$ cat src/rtl/ysyx_25020037_lsu_pkg.sv
// Shared widths, bundle layouts, memory-size encodings and LSU state encoding.
// Imported by the LSU top and its alignment helper.
package ysyx_25020037_lsu_pkg;

  localparam int DU_TO_GU_BUS_WD = 16;
  localparam int DU_TO_WU_BUS_WD = 8;
  localparam int DU_TO_LU_BUS_WD = 5;
  localparam int EU_TO_LU_BUS_WD = DU_TO_GU_BUS_WD + DU_TO_LU_BUS_WD + DU_TO_WU_BUS_WD + 96;
  localparam int LU_TO_WU_BUS_WD = DU_TO_GU_BUS_WD + DU_TO_WU_BUS_WD + 64;

  localparam logic [1:0] MEM_SIZE_B = 2'd0;
  localparam logic [1:0] MEM_SIZE_H = 2'd1;
  localparam logic [1:0] MEM_SIZE_W = 2'd2;

  typedef enum logic [2:0] {
    LSU_IDLE = 3'd0,
    LSU_AR   = 3'd1,
    LSU_R    = 3'd2,
    LSU_AW_W = 3'd3,
    LSU_B    = 3'd4,
    LSU_OUT  = 3'd5
  } lsu_state_e;

  typedef struct packed {
    logic       ren;
    logic       wen;
    logic [1:0] size;
    logic       is_unsigned;
  } lu_ctrl_t;

  typedef struct packed {
    logic [DU_TO_GU_BUS_WD-1:0] gu;
    lu_ctrl_t                   ctrl;
    logic [DU_TO_WU_BUS_WD-1:0] wu;
    logic [31:0]                csr_wdata;
    logic [31:0]                result;
    logic [31:0]                store_data;
  } eu_to_lu_t;

  typedef struct packed {
    logic [DU_TO_GU_BUS_WD-1:0] gu;
    logic [DU_TO_WU_BUS_WD-1:0] wu;
    logic [31:0]                csr_wdata;
    logic [31:0]                wb_data;
  } lu_to_wu_t;

  // Bytes are never misaligned; any unknown size is held to word alignment.
  function automatic logic is_misaligned(input logic [1:0] size, input logic [1:0] addr_lo);
    case (size)
      MEM_SIZE_B: return 1'b0;
      MEM_SIZE_H: return addr_lo[0];
      default:    return addr_lo != 2'b00;
    endcase
  endfunction

endpackage

$ cat src/rtl/ysyx_25020037_lsu_align.sv
// Byte-lane steering: store strobe/data placement and load extraction with sign/zero extension.
// Purely combinational.
module ysyx_25020037_lsu_align
  import ysyx_25020037_lsu_pkg::*;
(
  input  logic [1:0]  addr_lo_i,
  input  logic [1:0]  size_i,
  input  logic        unsigned_i,
  input  logic [31:0] store_data_i,
  input  logic [31:0] rdata_i,
  output logic [3:0]  wstrb_o,
  output logic [31:0] wdata_o,
  output logic [31:0] load_data_o
);

  logic [4:0]  shamt;
  logic [3:0]  strb_base;
  logic [31:0] rd_shifted;

  assign shamt = {addr_lo_i, 3'b000};

  always_comb begin
    strb_base = 4'b1111;
    case (size_i)
      MEM_SIZE_B: strb_base = 4'b0001;
      MEM_SIZE_H: strb_base = 4'b0011;
      default:    strb_base = 4'b1111;
    endcase
  end

  assign wstrb_o    = strb_base << addr_lo_i;
  assign wdata_o    = store_data_i << shamt;
  assign rd_shifted = rdata_i >> shamt;

  always_comb begin
    load_data_o = rd_shifted;
    case (size_i)
      MEM_SIZE_B: load_data_o = unsigned_i ? {24'd0, rd_shifted[7:0]}
                                           : {{24{rd_shifted[7]}}, rd_shifted[7:0]};
      MEM_SIZE_H: load_data_o = unsigned_i ? {16'd0, rd_shifted[15:0]}
                                           : {{16{rd_shifted[15]}}, rd_shifted[15:0]};
      default:    load_data_o = rd_shifted;
    endcase
  end

endmodule

$ cat src/rtl/ysyx_25020037_lsu.sv
// Load/store stage: captures one execute result, performs at most one AXI4-Lite access,
// and holds the write-back bundle until write-back accepts it.
module ysyx_25020037_lsu
  import ysyx_25020037_lsu_pkg::*;
(
  input  logic                       clk,
  input  logic                       rst,
  input  logic                       exu_valid,
  output logic                       lsu_ready,
  input  logic [EU_TO_LU_BUS_WD-1:0] eu_to_lu_bus,
  input  logic                       wbu_ready,
  output logic                       lsu_valid,
  output logic [LU_TO_WU_BUS_WD-1:0] lu_to_wu_bus,
  output logic                       lsu_fault,
  output logic [31:0]                araddr,
  output logic                       arvalid,
  input  logic                       arready,
  input  logic [31:0]                rdata,
  input  logic [1:0]                 rresp,
  input  logic                       rvalid,
  output logic                       rready,
  output logic [31:0]                awaddr,
  output logic                       awvalid,
  input  logic                       awready,
  output logic [31:0]                wdata,
  output logic [3:0]                 wstrb,
  output logic                       wvalid,
  input  logic                       wready,
  input  logic [1:0]                 bresp,
  input  logic                       bvalid,
  output logic                       bready
);

  eu_to_lu_t  in_bus, req_q, req_d;
  lu_to_wu_t  out_bus;
  lsu_state_e state_q, state_d;

  logic [31:0] wb_data_q, wb_data_d;
  logic        fault_q, fault_d;
  logic        aw_done_q, aw_done_d;
  logic        w_done_q, w_done_d;

  logic        accept, in_mem, in_mis, aw_hs, w_hs;
  logic [3:0]  al_wstrb;
  logic [31:0] al_wdata, al_load;

  assign in_bus = eu_to_lu_t'(eu_to_lu_bus);
  assign accept = exu_valid & lsu_ready;
  assign in_mem = in_bus.ctrl.ren | in_bus.ctrl.wen;
  assign in_mis = in_mem & is_misaligned(in_bus.ctrl.size, in_bus.result[1:0]);
  assign aw_hs  = awvalid & awready;
  assign w_hs   = wvalid & wready;

  ysyx_25020037_lsu_align u_align (
    .addr_lo_i    (req_q.result[1:0]),
    .size_i       (req_q.ctrl.size),
    .unsigned_i   (req_q.ctrl.is_unsigned),
    .store_data_i (req_q.store_data),
    .rdata_i      (rdata),
    .wstrb_o      (al_wstrb),
    .wdata_o      (al_wdata),
    .load_data_o  (al_load)
  );

  always_ff @(posedge clk or posedge rst) begin
    if (rst) state_q <= LSU_IDLE;
    else     state_q <= state_d;
  end

  always_comb begin
    state_d = state_q;
    case (state_q)
      LSU_IDLE: begin
        if (accept) begin
          // A load wins when both ren and wen are set.
          if (!in_mem || in_mis)    state_d = LSU_OUT;
          else if (in_bus.ctrl.ren) state_d = LSU_AR;
          else                      state_d = LSU_AW_W;
        end
      end
      LSU_AR:   if (arready) state_d = LSU_R;
      LSU_R:    if (rvalid)  state_d = LSU_OUT;
      LSU_AW_W: if ((aw_done_q | aw_hs) & (w_done_q | w_hs)) state_d = LSU_B;
      LSU_B:    if (bvalid)    state_d = LSU_OUT;
      LSU_OUT:  if (wbu_ready) state_d = LSU_IDLE;
      default:  state_d = LSU_IDLE;
    endcase
  end

  // Handshake outputs decode only registered state, never the AXI inputs.
  always_comb begin
    lsu_ready = 1'b0;
    lsu_valid = 1'b0;
    arvalid   = 1'b0;
    rready    = 1'b0;
    awvalid   = 1'b0;
    wvalid    = 1'b0;
    bready    = 1'b0;
    case (state_q)
      LSU_IDLE: lsu_ready = 1'b1;
      LSU_AR:   arvalid   = 1'b1;
      LSU_R:    rready    = 1'b1;
      LSU_AW_W: begin
        awvalid = ~aw_done_q;
        wvalid  = ~w_done_q;
      end
      LSU_B:    bready    = 1'b1;
      LSU_OUT:  lsu_valid = 1'b1;
      default:  ;
    endcase
  end

  always_comb begin
    req_d     = req_q;
    wb_data_d = wb_data_q;
    fault_d   = fault_q;
    aw_done_d = aw_done_q;
    w_done_d  = w_done_q;
    case (state_q)
      LSU_IDLE: begin
        if (accept) begin
          req_d     = in_bus;
          aw_done_d = 1'b0;
          w_done_d  = 1'b0;
          fault_d   = in_mis;
          wb_data_d = in_mem ? 32'd0 : in_bus.result;
        end
      end
      LSU_R: begin
        if (rvalid) begin
          wb_data_d = al_load;
          fault_d   = rresp != 2'b00;
        end
      end
      LSU_AW_W: begin
        aw_done_d = aw_done_q | aw_hs;
        w_done_d  = w_done_q | w_hs;
      end
      LSU_B: if (bvalid) fault_d = bresp != 2'b00;
      default: ;
    endcase
  end

  always_ff @(posedge clk or posedge rst) begin
    if (rst) begin
      req_q     <= '0;
      wb_data_q <= 32'd0;
      fault_q   <= 1'b0;
      aw_done_q <= 1'b0;
      w_done_q  <= 1'b0;
    end else begin
      req_q     <= req_d;
      wb_data_q <= wb_data_d;
      fault_q   <= fault_d;
      aw_done_q <= aw_done_d;
      w_done_q  <= w_done_d;
    end
  end

  always_comb begin
    out_bus.gu        = req_q.gu;
    out_bus.wu        = req_q.wu;
    out_bus.csr_wdata = req_q.csr_wdata;
    out_bus.wb_data   = wb_data_q;
  end

  assign lu_to_wu_bus = out_bus;
  assign lsu_fault    = lsu_valid & fault_q;
  assign araddr       = arvalid ? {req_q.result[31:2], 2'b00} : 32'd0;
  assign awaddr       = awvalid ? {req_q.result[31:2], 2'b00} : 32'd0;
  assign wdata        = wvalid ? al_wdata : 32'd0;
  assign wstrb        = wvalid ? al_wstrb : 4'd0;

endmodule
$ cat config.mk
export PLATFORM = sky130hd
export DESIGN_NAME = ysyx_25020037_lsu
export DESIGN_NICKNAME = d
export VERILOG_FILES = /design/src/rtl/ysyx_25020037_lsu_pkg.sv /design/src/rtl/ysyx_25020037_lsu_align.sv /design/src/rtl/ysyx_25020037_lsu.sv
export SDC_FILE = /design/constraint.sdc
export NUM_CORES = 1
export LEC_CHECK = 0
export CAP_MARGIN = 20
export CORE_AREA = 2 2 148 207
export CTS_BUF_LIST = sky130_fd_sc_hd__clkbuf_4 sky130_fd_sc_hd__clkbuf_8 sky130_fd_sc_hd__clkbuf_16
export DETAILED_ROUTE_END_ITERATION = 6
export DIE_AREA = 0 0 150 209
export GPL_TIMING_DRIVEN = 0
export PLACE_DENSITY = 0.59
export SLEW_MARGIN = 30
export SYNTH_ARGS = -nofsm -noshare
export SYNTH_HDL_FRONTEND = slang
export SYNTH_SLANG_ARGS = --single-unit
$ cat constraint.sdc
create_clock -name clk -period 12.6 [get_ports clk]
set_input_delay 1.89 -clock clk [delete_from_list [all_inputs] [get_ports clk]]
set_output_delay 1.89 -clock clk [all_outputs]
set_load 0.01 [all_outputs]
# Word-level counts from Yosys, hierarchy flattened
# Index checks and enable logic that the tools add are counted.
[totals] reg_bits=161 inputBits=170 output_inout_bits=196 elab_cells=91
[classes] n_eq_ne=13 shifts=3 muxes=36 bitwise_logic=11 n_reduce_logical=16
[op_table] cell="32-bit 2-to-1 mux" n=8
[op_table] cell="32-bit one-hot mux with 2 select lines" n=2
[op_table] cell="32-bit by 5-bit left shift with 32-bit output" n=1
[op_table] cell="32-bit by 5-bit >> shifter with 32-bit output" n=1
[op_table] cell="3-bit 2-to-1 mux" n=7
[op_table] cell="3-bit one-hot mux with 6 select lines" n=1
[op_table] cell="2-bit inequality test (second input constant)" n=6
[op_table] cell="1-bit 2-to-1 mux" n=11
[op_table] cell="2-bit nonzero test" n=5
[op_table] cell="4-bit one-hot mux with 2 select lines" n=1
[op_table] cell="1-bit AND" n=6
[op_table] cell="3-bit by 2-bit == test with 1-bit output (second input constant)" n=2
[op_table] cell="3-bit == test (second input constant)" n=2
[op_table] cell="1-bit one-hot mux with 2 select lines" n=3
[op_table] cell="6-bit AND reduction" n=1
[op_table] cell="2-bit by 1-bit == test with 1-bit output (second input constant)" n=2
[op_table] cell="2-bit zero test" n=2
[op_table] cell="4-bit 2-to-1 mux" n=1
[op_table] cell="2-bit AND reduction" n=2
[op_table] cell="4-bit AND reduction" n=1
[op_table] cell="4-bit by 2-bit left shift with 4-bit output" n=1
[op_table] cell="3-bit by 1-bit == test with 1-bit output (second input constant)" n=1
[op_table] cell="3-bit zero test" n=1
[op_table] cell="1-bit OR" n=3
[op_table] cell="7 further kinds" n=8

# Depth between registers and ports, before layout
[depth] depth_word=7 ltp_mapped=8 mapped_depth_nobuf=6

# Cells and area by module
# From an unflattened synthesis, not the netlist that was laid out.
[hier_totals] cells_unflattened=893 area_unflattened_um2=9714.3
[by_module_without_submodules] mod="ysyx_25020037_lsu" n_inst=1 cells_each=678 area_each_um2=8237.9
[by_module_without_submodules] mod="ysyx_25020037_lsu_align" n_inst=1 cells_each=215 area_each_um2=1476.4

# Worst setup path after synthesis
# No wires, ideal clock.
[synth_path] path_type="register to output" start="register state_q[2]" end="output wdata[0]" arrival_ns=1.630 required_time_ns=10.710 slack_ns=9.080 path_stages_with_launch=6 path_cell_list="dfrtp_1 > nand4bb_1 > or2_2 > clkbuf_1 > nor2_1 > and2_1"
[synth_via] elab_chain_len=3
[synth_lines] item="start, declared" line="ysyx_25020037_lsu.sv:36" source="lsu_state_e state_q, state_d;"
[synth_lines] item="start signal, assigned" line="ysyx_25020037_lsu.sv:67" source="else state_q <= state_d;"
[synth_lines] item="3-bit by 2-bit == test with 1-bit output" line="ysyx_25020037_lsu.sv:99" source="case (state_q)"
[synth_lines] item="1-bit 2-to-1 mux" line="ysyx_25020037_lsu.sv:99"
[synth_lines] item="32-bit 2-to-1 mux" line="ysyx_25020037_lsu.sv:171" source="assign wdata = wvalid ? al_wdata : 32'd0;"
[synth_lines] item="end, declared" line="ysyx_25020037_lsu.sv:25" source="output logic [31:0] wdata,"
# Every way passes these cells.

# Worst setup path in the final report
[layout_path] start="register state_q[2]" end="output wdata[7]"
# Same word-level chain as after synthesis.

==> impl_metrics.toml <==
[cts]
tritoncts = "yes"
root_buffer = "clkbuf_16"
cts-resized-gates = 0
htreeDepth = 4
cts_setup_buffers = 0
clock_sinks = 161
cts_buffer_depth = 2
numCtsBuffers = 17
clkLatencyLatePin_ns = 0.43
path_clk_slew_ns = 0.07
hold_buffers = 0

[routing]
vias = 7313
drt-total-wl_mm = 30.9
avgViaCountPerCell = 4.65
drc = 0
drtIter0Drc = 282
first_pass_iters = 4
wl_per_cell_um = 19.7
ant_nets = 0

[min_path]
whs_path_depth = 1
hold_start = "req_q[23]$_DFFE_PP0P_"
hold_class = "flop to flop"
hold_end = "req_q[23]$_DFFE_PP0P_"

[place]
hpwlAfterDp_mm = 24.3
place_ws_ns = 7.92
io_buffers = 361
dpl-instance-area_sq_um = 12900
place_inst = 1541
gp_congestion = 0.823

[timing]
tns_ns = 0
worstMarginPinSlew_ns = 0.774
period_share = 0.406
max_freq_mhz = 196
slew_headroom = 0.482
holdWs_ns = 0.484
final_max_slew_viol_count = 0
finalHoldViolCount = 0
setup_violations = 0
rsz0062_at_grt = "no"
finalCriticalPeriod_ns = 5.11
finClkSkew_ns = 0.00482
finalWorstSetupSlack_ns = 7.49

[job]
drv_cap = 0

[die]
io_pins = 366
core_area_sq_um = 29700
die_w_um = 150
dieArea_sq_um = 31400
placementRows = 75
start_util = 0.294
die_h_um = 209

[grt]
antenna_found_initial = 1
grt_pass1_wl_mm = 46.5
grt-ovfl-total = 0
grt_pass1_vias = 7810
track_usage = 0.198
grt_max_degree = 61

[setup_path]
critPathCaptureType = "primary output"
cp.arrival_ns = 3.22
crit_path_max_fanout = 10
r2r_setup_slack_ns = 10.48
rr_startpoint = "state_q[2]$_DFFE_PP0P_"
worst_r2r_path_depth = 6
worst_setup_path_start_kind = "flop"
crit_required_ns = 10.71
path_class = "flop to primary output"
path_cells = "nand4bb_1, or2_2, clkbuf_1, nor2_1, and2_1, clkdlybuf4s50_1"
cp_slowest_stage_delay_ns = 0.65
r2r-end = "wb_data_q[9]$_DFFE_PP0P_"
crit_slowest_cell = "nor2_1"

[power_and_ir_drop]
seqPwrFrac = 0.299
max-vdd-ir-drop_v = 0.000106
p_total_mw = 3.20
leakage_nw = 5.52
power_density_nw_per_um2 = 238
pwr-share-comb = 0.542
p_switching_mw = 1.15
clock_power_share = 0.159
cellInternalPower_mw = 2.05
switching_share = 0.361

[logic_synthesis]
post_synth_num_cell_types = 47
syn_area_per_cell_sq_um = 11.0
yosysSeqAreaShare = 0.462
synthCells = 790
synth_area_leaders = "dfrtp_1, mux2_1, mux2_2"
ys_warn_count = 0
ys.flop_type = "dfrtp_1"
synthesis.area_sq_um = 8730
synth_top_area_frac = 0.462
async_flop_share = 1.00
synth_seq_cells = 161
synth-edff-count = 0
synth_top_area_cell = "dfrtp_1"

[status]
status = "complete, no violations"

[finish]
instances_no_fill = 1573
nets = 1345
fin_area_sq_um = 13500
layout-drive-gt1-share = 0.184
area.growth.synth_to_final_pct = 54.3
fin_util = 0.454
==> critical path, delay by kind of cell (launching register included) <==
| kind | cells | cell delay [ns] |
|---|---|---|
| flip-flops | 1 | 0.46 |
| buffers and inverters | 2 | 0.84 |
| AND/OR/NAND/NOR | 4 | 1.49 |
==> power groups by stage <==
| stage | Combinational (mW) | Clock [mW] | Sequential (mW) |
|---|---|---|---|
| 2_1_floorplan | 0.996 | 0 | 0.932 |
| 3_3_place_gp | 1.75 | 0 | 0.956 |
| 3_5_place_dp | 1.76 | 0 | 0.967 |
| 4_1_cts | 1.77 | 0.526 | 0.959 |
| 5_1_grt | 1.88 | 0.546 | 0.995 |
| 6_report | 1.74 | 0.509 | 0.957 |
==> cell usage after synthesis, types with 17 or more instances <==
cell type	count
mux2_1	70
dfrtp_1	161
mux2_2	69
buf_4	67
a21oi_1	40
buf_2	19
mux2i_1	30
nor2_1	74
a211oi_1	17
nand2_1	39
clkbuf_1	18
and2_1	70
==> per-layer routing <==
metal,global-route usage,part of all wire,vias up
li1,-,-,3470
met1,0.217,0.37,3541
met2,0.370,0.54,271
met3,0.0552,0.078,31
met4,0.0537,0.020,0
met5,0,0,-
==> worst max path at each step <==
stage                      startpoint                    end  slack, ns
2_1_floorplan                     rst  aw_done_q$_DFFE_PP0P_       6.36
3_3_place_gp                      rst  req_q[61]$_DFFE_PP0P_       3.60
3_5_place_dp   state_q[2]$_DFFE_PP0P_               wdata[7]       7.92
4_1_cts        state_q[2]$_DFFE_PP0P_               wdata[7]       7.42
5_1_grt        state_q[2]$_DFFE_PP0P_               wdata[7]       7.29
6_report       state_q[2]$_DFFE_PP0P_               wdata[7]       7.49
==> layout make-up <==
type | instances | area, sq um
timing repair buffer | 363 | 3670
fill | 2911 | 16200
sequential | 161 | 4030
inverter | 5 | 26.3
clock inverter | 9 | 83.8
antenna | 1 | 2.50
tap | 385 | 482
clock buffer | 22 | 482
buffer | 117 | 808
multi-input combinational | 510 | 3880
==> cells by family after synthesis <==
logic type | Yosys count | share of synthesized area
flops | 161 | 0.462
simple gates | 219 | 0.125
mux | 170 | 0.216
compound gates | 117 | 0.101
other cells | 1 | 0.000430
buf+inv | 122 | 0.0948
==> registers in the layout, summed over array words and instances, names as in the netlist <==
| signal | count |
|---|---|
| w_done_q | 1 |
| wb_data_q | 32 |
| fault_q | 1 |
| req_q | 67 |
| state_q | 3 |
| lu_to_wu_bus | 56 |
| aw_done_q | 1 |
==> placed cells by master, fill, tap and decap left out, types with 8 or more instances in the layout <==
cell type | netlist | layout
a211oi_1 | 17 | 17
a21oi_1 | 40 | 40
a221oi_1 | 15 | 15
a221oi_2 | 10 | 10
a31oi_1 | 8 | 8
and2_1 | 70 | 70
buf_2 | 19 | 19
buf_4 | 67 | 67
clkbuf_1 | 18 | 18
clkbuf_16 | 0 | 17
clkdlybuf4s50_1 | 0 | 361
dfrtp_1 | 161 | 161
mux2_1 | 70 | 70
mux2_2 | 69 | 69
mux2i_1 | 30 | 30
nand2_1 | 39 | 39
nand3_1 | 9 | 9
nor2_1 | 74 | 74
nor2b_1 | 12 | 12
(Power assumes the default switching activity.)
